**config.mk**
```make
export PLATFORM = sky130hd
export DESIGN_NAME = shift_issue_stage
export DESIGN_NICKNAME = d
export VERILOG_FILES = /design/src/rtl/shift_issue_stage.sv
export SDC_FILE = /design/constraint.sdc
export NUM_CORES = 1
export LEC_CHECK = 0
export ABC_AREA = 1
export BUFFER_PORTS_ARGS = -buffer_cell sky130_fd_sc_hd__buf_2
export CORE_MARGIN = 2
export CORE_UTILIZATION = 50
export DETAILED_ROUTE_END_ITERATION = 8
export GPL_ROUTABILITY_DRIVEN = 0
export HOLD_SLACK_MARGIN = 0.1
export PLACE_DENSITY = 0.79
export SYNTH_ARGS = -nofsm -noshare
export SYNTH_HDL_FRONTEND = slang
export SYNTH_SLANG_ARGS = --single-unit
```
**constraint.sdc**
```tcl
create_clock -name clk -period 4.55 [get_ports clk]
set_clock_uncertainty 0.15 [all_clocks]
set_input_delay 0.455 -clock clk [delete_from_list [all_inputs] [get_ports clk]]
set_output_delay 0.455 -clock clk [all_outputs]
set_load 0.02 [all_outputs]
```
**src/rtl/shift_issue_stage.sv**
```systemverilog
// Decode/issue stage feeding the shifter ALU: decodes R-type shifts and holds them in a 2-entry skid buffer.
// Optional: define SHIFT_ILLEGAL_STICKY_EN to add the sticky illegal_seen output.
module shift_issue_stage #(
  parameter int unsigned DATA_W = 32,
  parameter int unsigned AMT_W  = 5
) (
  input  logic              clk,
  input  logic              reset,
  input  logic              flush,
  input  logic              in_valid,
  output logic              in_ready,
  input  logic [31:0]       in_instr,
  input  logic [DATA_W-1:0] in_rs_val,
  input  logic [DATA_W-1:0] in_rt_val,
  output logic              out_valid,
  input  logic              out_ready,
  output logic [DATA_W-1:0] operand,
  output logic [AMT_W-1:0]  sh_amt,
  output logic [AMT_W-1:0]  v_sh_amt,
  output logic [1:0]        cont_sig,
  output logic              cont_sig1,
  output logic [4:0]        out_rd,
  output logic              out_illegal
`ifdef SHIFT_ILLEGAL_STICKY_EN
  ,
  output logic              illegal_seen
`endif
);

  typedef struct packed {
    logic [DATA_W-1:0] operand;
    logic [AMT_W-1:0]  sh_amt;
    logic [AMT_W-1:0]  v_sh_amt;
    logic [1:0]        cont_sig;
    logic              cont_sig1;
    logic [4:0]        rd;
    logic              illegal;
  } entry_t;

  typedef enum logic [1:0] {
    EMPTY = 2'd0,
    ONE   = 2'd1,
    FULL  = 2'd2
  } state_t;

  state_t state;
  entry_t dec;
  entry_t head;
  entry_t skid;
  logic   legal;
  logic   push;
  logic   pop;
  logic   unused_bits;

  assign unused_bits = ^{in_instr[25:16], in_rs_val[DATA_W-1:AMT_W]};

  assign push = in_valid && in_ready;
  assign pop  = out_valid && out_ready;

  // Operands are captured even for illegal encodings; only the controls are forced.
  always_comb begin
    dec           = '0;
    dec.operand   = in_rt_val;
    dec.sh_amt    = in_instr[6 +: AMT_W];
    dec.v_sh_amt  = in_rs_val[AMT_W-1:0];
    legal         = (in_instr[31:26] == 6'b000000);
    unique case (in_instr[5:0])
      6'b000000: begin dec.cont_sig = 2'b00; dec.cont_sig1 = 1'b0; end
      6'b000010: begin dec.cont_sig = 2'b01; dec.cont_sig1 = 1'b0; end
      6'b000011: begin dec.cont_sig = 2'b11; dec.cont_sig1 = 1'b0; end
      6'b000100: begin dec.cont_sig = 2'b00; dec.cont_sig1 = 1'b1; end
      6'b000110: begin dec.cont_sig = 2'b01; dec.cont_sig1 = 1'b1; end
      6'b000111: begin dec.cont_sig = 2'b11; dec.cont_sig1 = 1'b1; end
      default:   legal = 1'b0;
    endcase
    if (legal) begin
      dec.rd      = in_instr[15:11];
      dec.illegal = 1'b0;
    end else begin
      dec.cont_sig  = 2'b10;
      dec.cont_sig1 = 1'b0;
      dec.rd        = '0;
      dec.illegal   = 1'b1;
    end
  end

  // out_valid and in_ready are registered copies of (state != EMPTY) and (state != FULL).
  always_ff @(posedge clk or posedge reset) begin
    if (reset) begin
      state     <= EMPTY;
      head      <= '0;
      skid      <= '0;
      out_valid <= 1'b0;
      in_ready  <= 1'b1;
    end else if (flush) begin
      state     <= EMPTY;
      out_valid <= 1'b0;
      in_ready  <= 1'b1;
    end else begin
      case (state)
        EMPTY: begin
          if (push) begin
            head      <= dec;
            state     <= ONE;
            out_valid <= 1'b1;
          end
        end
        ONE: begin
          if (push && pop) begin
            head <= dec;
          end else if (push) begin
            skid     <= dec;
            state    <= FULL;
            in_ready <= 1'b0;
          end else if (pop) begin
            state     <= EMPTY;
            out_valid <= 1'b0;
          end
        end
        FULL: begin
          if (pop) begin
            head     <= skid;
            state    <= ONE;
            in_ready <= 1'b1;
          end
        end
        default: begin
          state     <= EMPTY;
          out_valid <= 1'b0;
          in_ready  <= 1'b1;
        end
      endcase
    end
  end

`ifdef SHIFT_ILLEGAL_STICKY_EN
  always_ff @(posedge clk or posedge reset) begin
    if (reset) begin
      illegal_seen <= 1'b0;
    end else if (pop && head.illegal) begin
      illegal_seen <= 1'b1;
    end
  end
`endif

  assign operand     = head.operand;
  assign sh_amt      = head.sh_amt;
  assign v_sh_amt    = head.v_sh_amt;
  assign cont_sig    = head.cont_sig;
  assign cont_sig1   = head.cont_sig1;
  assign out_rd      = head.rd;
  assign out_illegal = head.illegal;

endmodule

```
; After elaboration in Yosys (flattened, before gate mapping)
; Cells that the tools add are included.
[op_classes]
div = 0
n_eq_ne = 19
bitwise = 2
n_lt_le_gt_ge = 0
n_shift = 0
muxes = 26
multipliers = 0
n_addsub = 0
reduce_logical = 13
[ops]
columns = operator, count
row1 = two-way mux 51 bit, 3
row2 = one-hot mux 51 bit (3 select lines), 1
row3 = "== test 6 x 3 -> 1 bit, second input constant", 3
row4 = "!= test 3 bit, second input constant", 6
row5 = one-hot mux 3 bit (5 select lines), 1
row6 = "== test 6 x 2 -> 1 bit, second input constant", 2
row7 = zero test 6 bit, 2
row8 = two-way mux 2 bit, 6
row9 = AND reduction 4 bit, 3
row10 = two-way mux 1 bit, 10
row11 = "!= test 2 bit, second input constant", 5
row12 = AND reduction 5 bit, 2
row13 = two-way mux 6 bit, 1
row14 = one-hot mux 1 bit (3 select lines), 2
row15 = one-hot mux 2 bit (3 select lines), 1
row16 = OR reduction 6 bit, 1
row17 = "!= test 4 bit, second input constant", 1
row18 = logical AND 1 bit, 3
row19 = two-way mux 3 bit, 1
row20 = nonzero test 3 bit, 1
row21 = "== test 2 x 1 -> 1 bit, second input constant", 1
row22 = "== test 2 bit, second input constant", 1
row23 = zero test 2 bit, 1
row24 = inverter 1 bit, 2
[totals]
mem_bits_rw = 0
regBits = 106
mem_count = 0
elab_cells = 77
rom_bits = 0
inputBits = 101
latchBits = 0
output_inout_bits = 53

; Longest topological paths before layout
; Gate-level depths: netlist of the first run.
[logic_depth]
ltp_word = 6
depth_mapped = 9
depth_no_buf = 9

; Least setup slack after synthesis of the first run
; Ideal clock, no wire load.
[synth_timing]
path_type = flip-flop to flip-flop
from = register in_ready
to = register skid[28] (netlist name)
arrival_time_ns = 1.354
t_required_ns = 4.270
synth_period_minus_slack_ns = 1.634
n_path_buf = 1
slack_ns = 2.916
path_stages_with_launch = 7
setup_time_ns = 0.130
path_cell_list = dfstp_2 nand2_1 nor2_4 nand2_4 inv_4 clkbuf_1 o21ai_0
[synth_via]
elab_chain_len = 4
[synth_lines]
columns = item, line
row1 = "start, declared", 11  ; output logic in_ready,
row2 = "start signal, assigned", 94  ; in_ready <= 1'b1;
row3 = "start signal, assigned", 98  ; in_ready <= 1'b1;
row4 = "start signal, assigned", 114  ; in_ready <= 1'b0;
row5 = logical AND 1 bit *, 57  ; assign push = in_valid && in_ready;
row6 = logical AND 1 bit, 109  ; if (push && pop) begin
row7 = inverter 1 bit (no source line), --
row8 = AND reduction 4 bit (no source line) *, --
row9 = "end signal, assigned", 92  ; skid <= '0;
row10 = "end signal, assigned", 112  ; skid <= dec;
row11 = "end, declared", 49  ; entry_t skid;
; Mark *: on every way between the ends. The rest lies on a longest branch, timed or not.
; A chain may end at the register's enable or synchronous reset.

; Final worst setup path of the first run
[layout_timing]
from = register out_valid
to = register head, in the netlist operand[25]
[layout_via]
elab_chain_len = 4
elab_cells_between_ends = 5
cone_classes = 2 x eq/ne / 3 x reduce/logical
[layout_lines]
columns = item, line
row1 = "start, declared", 15  ; output logic out_valid,
row2 = "start signal, assigned", 93  ; out_valid <= 1'b0;
row3 = "start signal, assigned", 97  ; out_valid <= 1'b0;
row4 = "start signal, assigned", 105  ; out_valid <= 1'b1;
row5 = logical AND 1 bit *, 58  ; assign pop = out_valid && out_ready;
row6 = logical AND 1 bit, 109
row7 = != test 2 bit (no source line), --
row8 = AND reduction 5 bit (no source line) *, --
row9 = "end signal, assigned", 122  ; head <= skid;
row10 = "end, declared", 48  ; entry_t head;
; Marked as above.

==> flow_summary.toml, run 1 <==
[synth]
seq_area_frac_synth = 0.548
postSynth.asyncResetShare = 1.00
synth_top_cell_by_area = "dfrtp_1"
syn_inst = 616
yosysUniqueCellTypes = 29
synthesis.nets = 717
synth_warnings = 0
synth_compound_area_frac = 0.106
synth_top_family_by_area = "simple AND/OR/NAND/NOR gates"
synthSimpleGateAreaFrac = 0.262
synth.top_cell.area_share = 0.543
yosys.area_share.adder = 0
synthTopCellsByCount = "272 x nand2_1, 105 x dfrtp_1, 75 x o21ai_0, 54 x inv_1, 26 x nor2_1"
synth_top_flop_cell = "dfrtp_1"
synth_edf_count = 0
ys_seq_elements = 106
synthMuxAreaShare = 0
netlist_area_um2 = 4840
synthXorXnorAreaFrac = 0
synth_top_cells_by_area = "dfrtp_1 54%, nand2_1 21%, o21ai_0 7.8%, inv_1 4.2%, o21ai_1 2.2%"
synth.avg_cell_area_um2 = 7.86
synth.most_common_cell = "nand2_1"

[critical_path]
critPathLaunchType = "register"
rrSetupSlack_ps = 1960
r2r_end = "operand[25]"
crit_fanout = 61
crit_required_ps = 4640
cp-end-kind = "register"
crit_arrival_ps = 2680
worst-path-buf-inv = 3
cp_num_cells = 9
timing.rr.start = "out_valid"
critPathKind = "reg2reg"
crit_family = "buffers and inverters"
cp_cell_sequence = "nand2_1, inv_1, nor2_1, o21bai_1, nand2_2, buf_4, inv_2, nand2_1, nand2_1"
worstSetupStartpoint = "out_valid"
critPathSlowestCell = "buf_4"
cp-endpoint = "operand[25]"
reg2regPathDepth = 9
cp_slowest_stage_delay_ps = 530
cp_common_cell = "nand2_1"

[final_layout]
area_delta_synth_final_pct = 16.5
multi_input_area_um2 = 1790
drive_gt1_frac = 0.203
antennaDiodeCount = 0
regArea_um2 = 2650
design_area_um2 = 5640
fill_cells = 822
finalNetCount = 816

[grt]
antenna_found_initial = 0
track_usage = 0.207
grt-ovfl-total = 0
grt_max_degree = 87
grt_first_pass_wirelength_mm = 17.3
grt_pass1_vias = 3958

[timing]
period_needed_ps = 2590
drv_slew = 0
tns_ps = 0
rsz0062_at_grt = "false"
final-hold-violation-count = 0
tightest_slew_ps = 972
timing.fmax_mhz = 386
slew_headroom = 0.352
setup_viol = 0
period_share = 0.570

[routing]
drt_iter0_drc = 159
avgRoutedWirePerCell_um = 12.4
drc = 0
firstDrtPassIters = 5
vias = 4183
wl_mm = 10.5
ant_nets = 0
vias_per_cell = 4.93

[die]
die-area_um2 = 10500
placementRows = 35
ios = 154
coreArea_um2 = 9330
die_w_um = 102
initial_core_util = 0.519
die_y_um = 102

[clock_network]
clk_pin_slew_ps = 100
hold_buffers = 0
numCtsBuffers = 9
cts_tree = "yes"
clk_latency_ps = 350
cts_sinks = 106
cts_root_buffer = "clkbuf_8"
postCtsSetupRepairBufs = 0
cts_resized = 0
cts_buffer_depth = 2
ctsHtreeMaxLevel = 3

[place]
portBuffers = 116
placed_area_um2 = 5420
hpwl_mm = 6.89

[flow_run]
max_cap_viol_count = 0

[power_and_ir_drop]
leakage_nw = 3.20
vdd_drop_max_mv = 0.344
power_density_nw_per_um2 = 584

[run_status]
outcome = "finished, final reports clean"

[worst_hold_path]
min_path_type = "in2async"
## cells in the final DEF, fill, tap and decap left out, drive strengths merged
master	instances
a21oi	1
buf	119
bufinv	2
clkbuf	11
clkinv	1
clkinvlp	1
dfrtp	105
dfstp	1
inv	56
nand2	274
nand3	14
nand3b	1
nand4	1
nor2	28
nor3	2
nor4	1
o21ai	96
o21bai	1
o22ai	3
or2	1
## per-layer routing
| metal | routed length [um] | global-route usage |
|---|---|---|
| met4 | 89 | 0.0595 |
| met3 | 461 | 0.0424 |
| met1 | 4700 | 0.263 |
| met2 | 5260 | 0.359 |
| met5 | 0 | 0 |
## metrics by stage
step | std cells | setup WS, ps | util | power [mW] | hold slack (ps)
2_1_floorplan | 616 | 1160 | - | 2.30 | 300
3_3_place_gp | 833 | 1950 | 0.581 | 2.64 | 306
3_5_place_dp | 833 | 1840 | 0.581 | 2.69 | 311
4_1_cts | 848 | 1970 | 0.604 | 3.33 | 163
5_1_grt | 848 | 1750 | 0.604 | 3.54 | 162
6_report | 848 | 1960 | 0.604 | 3.29 | 165
## state kept, by name, summed over array words and instances (netlist names)
signal,flops
out_illegal,1
skid,51
operand,32
cont_sig,2
out_rd,5
cont_sig1,1
out_valid,1
sh_amt,5
v_sh_amt,5
state,2
in_ready,1
## where the power goes
group	internal (mW)	switching, mW
registers	1.35	0.175
logic	0.383	0.760
clock network	0.324	0.302
## worst min path at each step
stage | startpoint | to | slack, ps | depth (start not counted)
2_1_floorplan | skid[8] | skid[8] | 300 | 2
3_3_place_gp | operand[9] | operand[9] | 310 | 2
3_5_place_dp | in_ready | in_ready | 310 | 2
4_1_cts | in_rt_val[16] | skid[35] | 160 | 3
5_1_grt | in_rt_val[16] | skid[35] | 160 | 3
6_report | reset | skid[11] | 170 | 2
## area by class of cell
class / instances / share of cell area
clock buffer: 11 / 0.0251
tap: 129 / 0.0286
clock inverter: 4 / 0.0135
timing repair buffer: 119 / 0.107
sequential: 106 / 0.471
inverter: 56 / 0.0382
multi-input combinational: 423 / 0.317
## cells by family after synthesis
logic type      Yosys count
compound gates          101
flops                   106
simple gates            322
buf+inv                  87
(Power assumes the default switching activity.)
==> inputs of run 2 (changes only) <==
CORE_UTILIZATION = 46   (was 50)
PLACE_DENSITY = 0.76   (was 0.79)
clock period = 2.15 ns   (was 4.55 ns; I/O delays follow)
==> run 2 against run 1 <==
Effect of this change: die area rose by 8.4%; global-route usage grew 1.3 points; critical endpoint is now skid[7]; largest power group unchanged; first-iteration DRC count is 63% higher; final area rose by 13%; hold slack got worse by 31 ps; via count is 7.2% higher; sequential cell count unchanged; worst setup slack worse by 1900 ps.
==> flow_summary.toml, run 2 (synthesis gave the netlist of run 1 again) <==
[final_layout]
area_delta_synth_final_pct = 31.2
antennaDiodeCount = 0
finalNetCount = 883
top_register = "skid"
layout_commonest_cell = "nand2_1"
drive_gt1_frac = 0.208
largest_reg_flops = 51
layout_common_cells = "270 x nand2_1, 116 x buf_2, 105 x dfrtp_1"

[timing]
whs_ps = 134
period_share = 0.962
tns_ps = 0
drv_slew = 0
timing.fmax_mhz = 483
slew_headroom = 0.692
rsz0062_at_grt = "false"
setup_viol = 0
final-hold-violation-count = 0
tightest_slew_ps = 461
period_needed_ps = 2070

[worst_hold_path]
min_path_type = "in2reg"
min_path_cells = 4

[clock_network]
cts_root_buffer = "clkbuf_8"
cts_tree = "yes"
clk_pin_slew_ps = 110
numCtsBuffers = 9
cts_sinks = 106
ctsHtreeMaxLevel = 3
clk_latency_ps = 360
postCtsSetupRepairBufs = 0
cts_buffer_depth = 2

[die]
die-area_um2 = 11400
placementRows = 37
initial_core_util = 0.471
die_w_um = 107
coreArea_um2 = 10300
die_y_um = 107
ios = 154

[critical_path]
cp-end-kind = "register"
cp_cell_sequence = "dlygate4sd3_1, buf_2, nor3_4, dlygate4sd3_1, nand3_1, o21ai_0"
worst-path-buf-inv = 3
critPathLaunchType = "primary input"
cp_num_cells = 6
critPathSlowestCell = "dlygate4sd3_1"
crit_family = "buffers and inverters"
cp_slowest_stage_delay_ps = 670
critPathKind = "in2reg"
crit_fanout = 7
crit_required_ps = 2280
cp_common_cell = "dlygate4sd3_1"
crit_arrival_ps = 2200
reg2regPathDepth = 7

[routing]
ant_nets = 0
firstDrtPassIters = 5
wl_mm = 11.9
vias = 4486
vias_per_cell = 4.86
drt_iter0_drc = 259
drc = 0
avgRoutedWirePerCell_um = 12.9

[grt]
track_usage = 0.220
grt_first_pass_wirelength_mm = 20.4
grt_pass1_vias = 4563
grt_max_degree = 61
antenna_found_initial = 0
grt-ovfl-total = 0

[place]
portBuffers = 116
hpwl_mm = 7.70

[run_status]
outcome = "finished, final reports clean"

[flow_run]
max_cap_viol_count = 0

[power_and_ir_drop]
leakage_nw = 3.49
vdd_drop_max_mv = 0.725
power_mw = 7.09
power_density_nw_per_um2 = 1120
## run 2: cell types whose count changed in the layout (fill, tap and decap cells not counted), moves of 2 or more
cell	previous run	this run
buf_12	0	2
buf_4	3	11
dlygate4sd3_1	0	56
nor2_1	26	24
nand3_1	13	10
inv_6	0	3
nand3_2	1	4
## run 2: power by group
group | switching (mW) | internal, mW | leakage, nW | total [mW]
Combinational | 1.65 | 0.903 | 2.06 | 2.56
Sequential | 0.390 | 2.85 | 1.32 | 3.24
Clock | 0.728 | 0.562 | 0.107 | 1.29
Total | 2.77 | 4.31 | 3.49 | 7.09
## run 2: metrics by stage
stage	area, um2	instances	utilization	setup slack, ps
after global routing	6350	923	0.618	0.851
after detailed placement	5530	850	0.538	305
after CTS	6300	922	0.613	6.45
after global placement	5530	850	0.538	353
final	6350	923	0.618	81.3
after floorplan	4840	616	-	512
## run 2: worst reg2reg max path, cell delays in order, from the launching register on
cell and delay (ps):
dfstp_2 560, nand2_1 180, o21bai_1 220, nand2_2 180, inv_2 90, buf_4 290
nand2_1 130, nand2_1 80
## run 2: final cells by class
cell class | instances | area (um2)
clock buffers | 9 | 124
flip-flops and latches | 106 | 2650
fillers | 893 | 3930
repair buffers | 185 | 1260
well taps | 136 | 170
inverters | 56 | 216
multi-input cells | 424 | 1840
clock inverters | 7 | 86.3
## run 2: routing by layer
metal | GRT usage | vias up | wire [um]
li1 | - | 2233 | -
met1 | 0.281 | 2090 | 5170
met2 | 0.384 | 138 | 5960
met3 | 0.0383 | 25 | 569
met4 | 0.0668 | 0 | 233
met5 | 0 | - | 0
## run 2: final timing paths
kind / slack (ps) / from / to
setup / recovery: 80 / in_instr[27] / skid[7]
max in group asynchronous: 1040 / reset / sh_amt[2]
min in group asynchronous: 180 / reset / skid[33]
hold reg to reg: 330 / in_ready / in_ready
hold / removal: 130 / in_instr[26] / skid[3]
setup reg to reg: 230 / in_ready / sh_amt[1]
## run 2: what timing repair did
| action | in CTS | in global routing |
|---|---|---|
| gates resized for setup | 0 | 9 |
| hold buffers | 56 | 0 |
| endpoints found under the hold margin | 204 | 0 |
| endpoints found under the setup margin | 0 | 8 |
==> inputs of run 3 (changes only) <==
CAP_MARGIN = 20   (was default)
PLACE_DENSITY = default   (was 0.76)
PLACE_DENSITY_LB_ADDON = 0.05   (was default)
==> run 3 against run 2 <==
Effect of this change: clock-buffer cell count is 2 higher; total power fell by 2.9%; sequential cell count stayed put; sequential power barely moved; combinational power about the same; final area down 0.91%; critical path type unchanged; hold slack improved by 30 ps; non-clock buffer count shrank 5; final cell count fell by 0.65%; sequential share of layout area rose by 0.38 points; wire length fell by 8.0%; clock power decreased by 12%.
==> flow_summary.toml, run 3 (synthesis gave the netlist of run 1 again) <==
[power_and_ir_drop]
seqPwrFrac = 0.467
power_mw = 6.88
comb_power_share = 0.368
vdd_drop_max_mv = 0.516
p_sw_mw = 2.66
power_density_nw_per_um2 = 1090
pwr-share-clk = 0.165
leakage_nw = 3.46
sw_frac_of_total = 0.387
internal-power_mw = 4.22

[timing]
final-hold-violation-count = 0
slew_headroom = 0.679
timing.fmax_mhz = 489
period_share = 0.950
drv_slew = 0
setup_viol = 0
rsz0062_at_grt = "false"
tns_ps = 0
period_needed_ps = 2040
tightest_slew_ps = 481

[final_layout]
multi_input_area_um2 = 1800
antennaDiodeCount = 0
layout_commonest_cell = "nand2_1"
finalNetCount = 877
final_core_util = 0.612
drive_gt1_frac = 0.196
area_delta_synth_final_pct = 30.0
fill_cells = 938
layout_common_cells = "270 x nand2_1, 116 x buf_2, 105 x dfrtp_1"
regArea_um2 = 2650
design_area_um2 = 6290
top_register = "skid"
largest_reg_flops = 51

[critical_path]
cp_common_cell = "dlygate4sd3_1"
cp_cell_sequence = "dlygate4sd3_1, buf_2, nor3_4, nand3_1, dlygate4sd3_1, o21ai_0"
crit_arrival_ps = 2170
critPathLaunchType = "primary input"
crit_required_ps = 2280
cp_slowest_stage_delay_ps = 600
critPathSlowestCell = "dlygate4sd3_1"
critPathKind = "in2reg"
reg2regPathDepth = 7
worstSetupStartpoint = "in_instr[27]"
crit_fanout = 9
timing.rr.start = "in_ready"
cp-end-kind = "register"

[clock_network]
cts_root_buffer = "clkbuf_8"
numCtsBuffers = 9
cts_tree = "yes"
ctsHtreeMaxLevel = 3
clk_latency_ps = 350
postCtsSetupRepairBufs = 0
cts_sinks = 106
cts_buffer_depth = 2
clk_pin_slew_ps = 100

[die]
die_w_um = 107
placementRows = 37
initial_core_util = 0.471
die-area_um2 = 11400
die_y_um = 107
ios = 154
coreArea_um2 = 10300

[routing]
ant_nets = 0
avgRoutedWirePerCell_um = 12.0
drc = 0
drt_iter0_drc = 244
wl_mm = 11.0
vias = 4316
firstDrtPassIters = 5
vias_per_cell = 4.71

[grt]
grt_max_degree = 71
track_usage = 0.203
antenna_found_initial = 0
grt_first_pass_wirelength_mm = 18.6
grt-ovfl-total = 0
grt_pass1_vias = 4065

[worst_hold_path]
hold_start = "in_instr[3]"
min_path_type = "in2reg"
min_path_cells = 5

[flow_run]
max_cap_viol_count = 0

[place]
hpwl_mm = 6.98
placed_area_um2 = 5560
portBuffers = 116

[run_status]
outcome = "finished, final reports clean"
-- run 3: changes by cell type in the layout (fill, tap and decap cells not counted), sizes merged --
cell         previous run  this run
buf                   129       125
bufinv                  1         0
clkbuf                  9        11
clkinvlp                1         2
dlygate4sd3            56        55
inv                    58        56
nand3                  15        14
-- run 3: repair_timing --
item                                    in CTS  in global routing
hold endpoints to repair                   168                  0
gates resized for setup                      0                  1
endpoints found under the setup margin       0                  4
hold buffers                                55                  0
-- run 3: worst max-delay path: cells and delay by family --
| kind | cells | cell delay (ps) |
|---|---|---|
| AOI/OAI and AO/OA | 1 | 140 |
| buffers and inverters | 3 | 1270 |
| and+or+nand+nor | 2 | 550 |
-- run 3: power by group through the flow --
stage / logic (mW) / clock network (mW) / registers (mW)
after floorplan: 1.12 / 0 / 3.76
after global placement: 2.43 / 0 / 3.22
after detailed placement: 2.49 / 0 / 3.24
after CTS: 2.57 / 1.18 / 3.21
after global routing: 2.86 / 1.27 / 3.31
final: 2.53 / 1.14 / 3.21
-- run 3: through the flow --
step | hold slack, ps | worst slack (ps) | instances
4_1_cts | 141 | 27.4 | 917
3_5_place_dp | 112 | 351 | 846
6_report | 164 | 107 | 917
3_3_place_gp | 114 | 394 | 846
5_1_grt | 168 | 58.6 | 917
2_1_floorplan | 186 | 512 | 616
-- run 3: cell type report --
cell class | instances | area share
Sequential cell | 106 | 0.422
Multi-Input combinational cell | 423 | 0.286
Timing Repair Buffer | 180 | 0.202
Inverter | 56 | 0.0344
Tap cell | 136 | 0.0270
Clock buffer | 11 | 0.0225
Clock inverter | 5 | 0.00616
-- run 3: routing by layer --
metal	wire length, um	GRT usage
met1	5200	0.287
met2	5210	0.330
met3	488	0.0359
met4	75	0.0464
met5	0	0
-- run 3: path summary, 6_finish.rpt --
check / endpoint / slack (ps)
worst max-delay path: skid[4] / 110
min in group asynchronous: out_rd[0] / 270
worst max register to register: operand[31] / 340
worst min-delay path: skid[8] / 160
worst min register to register: in_ready / 320
max in group asynchronous: operand[24] / 980
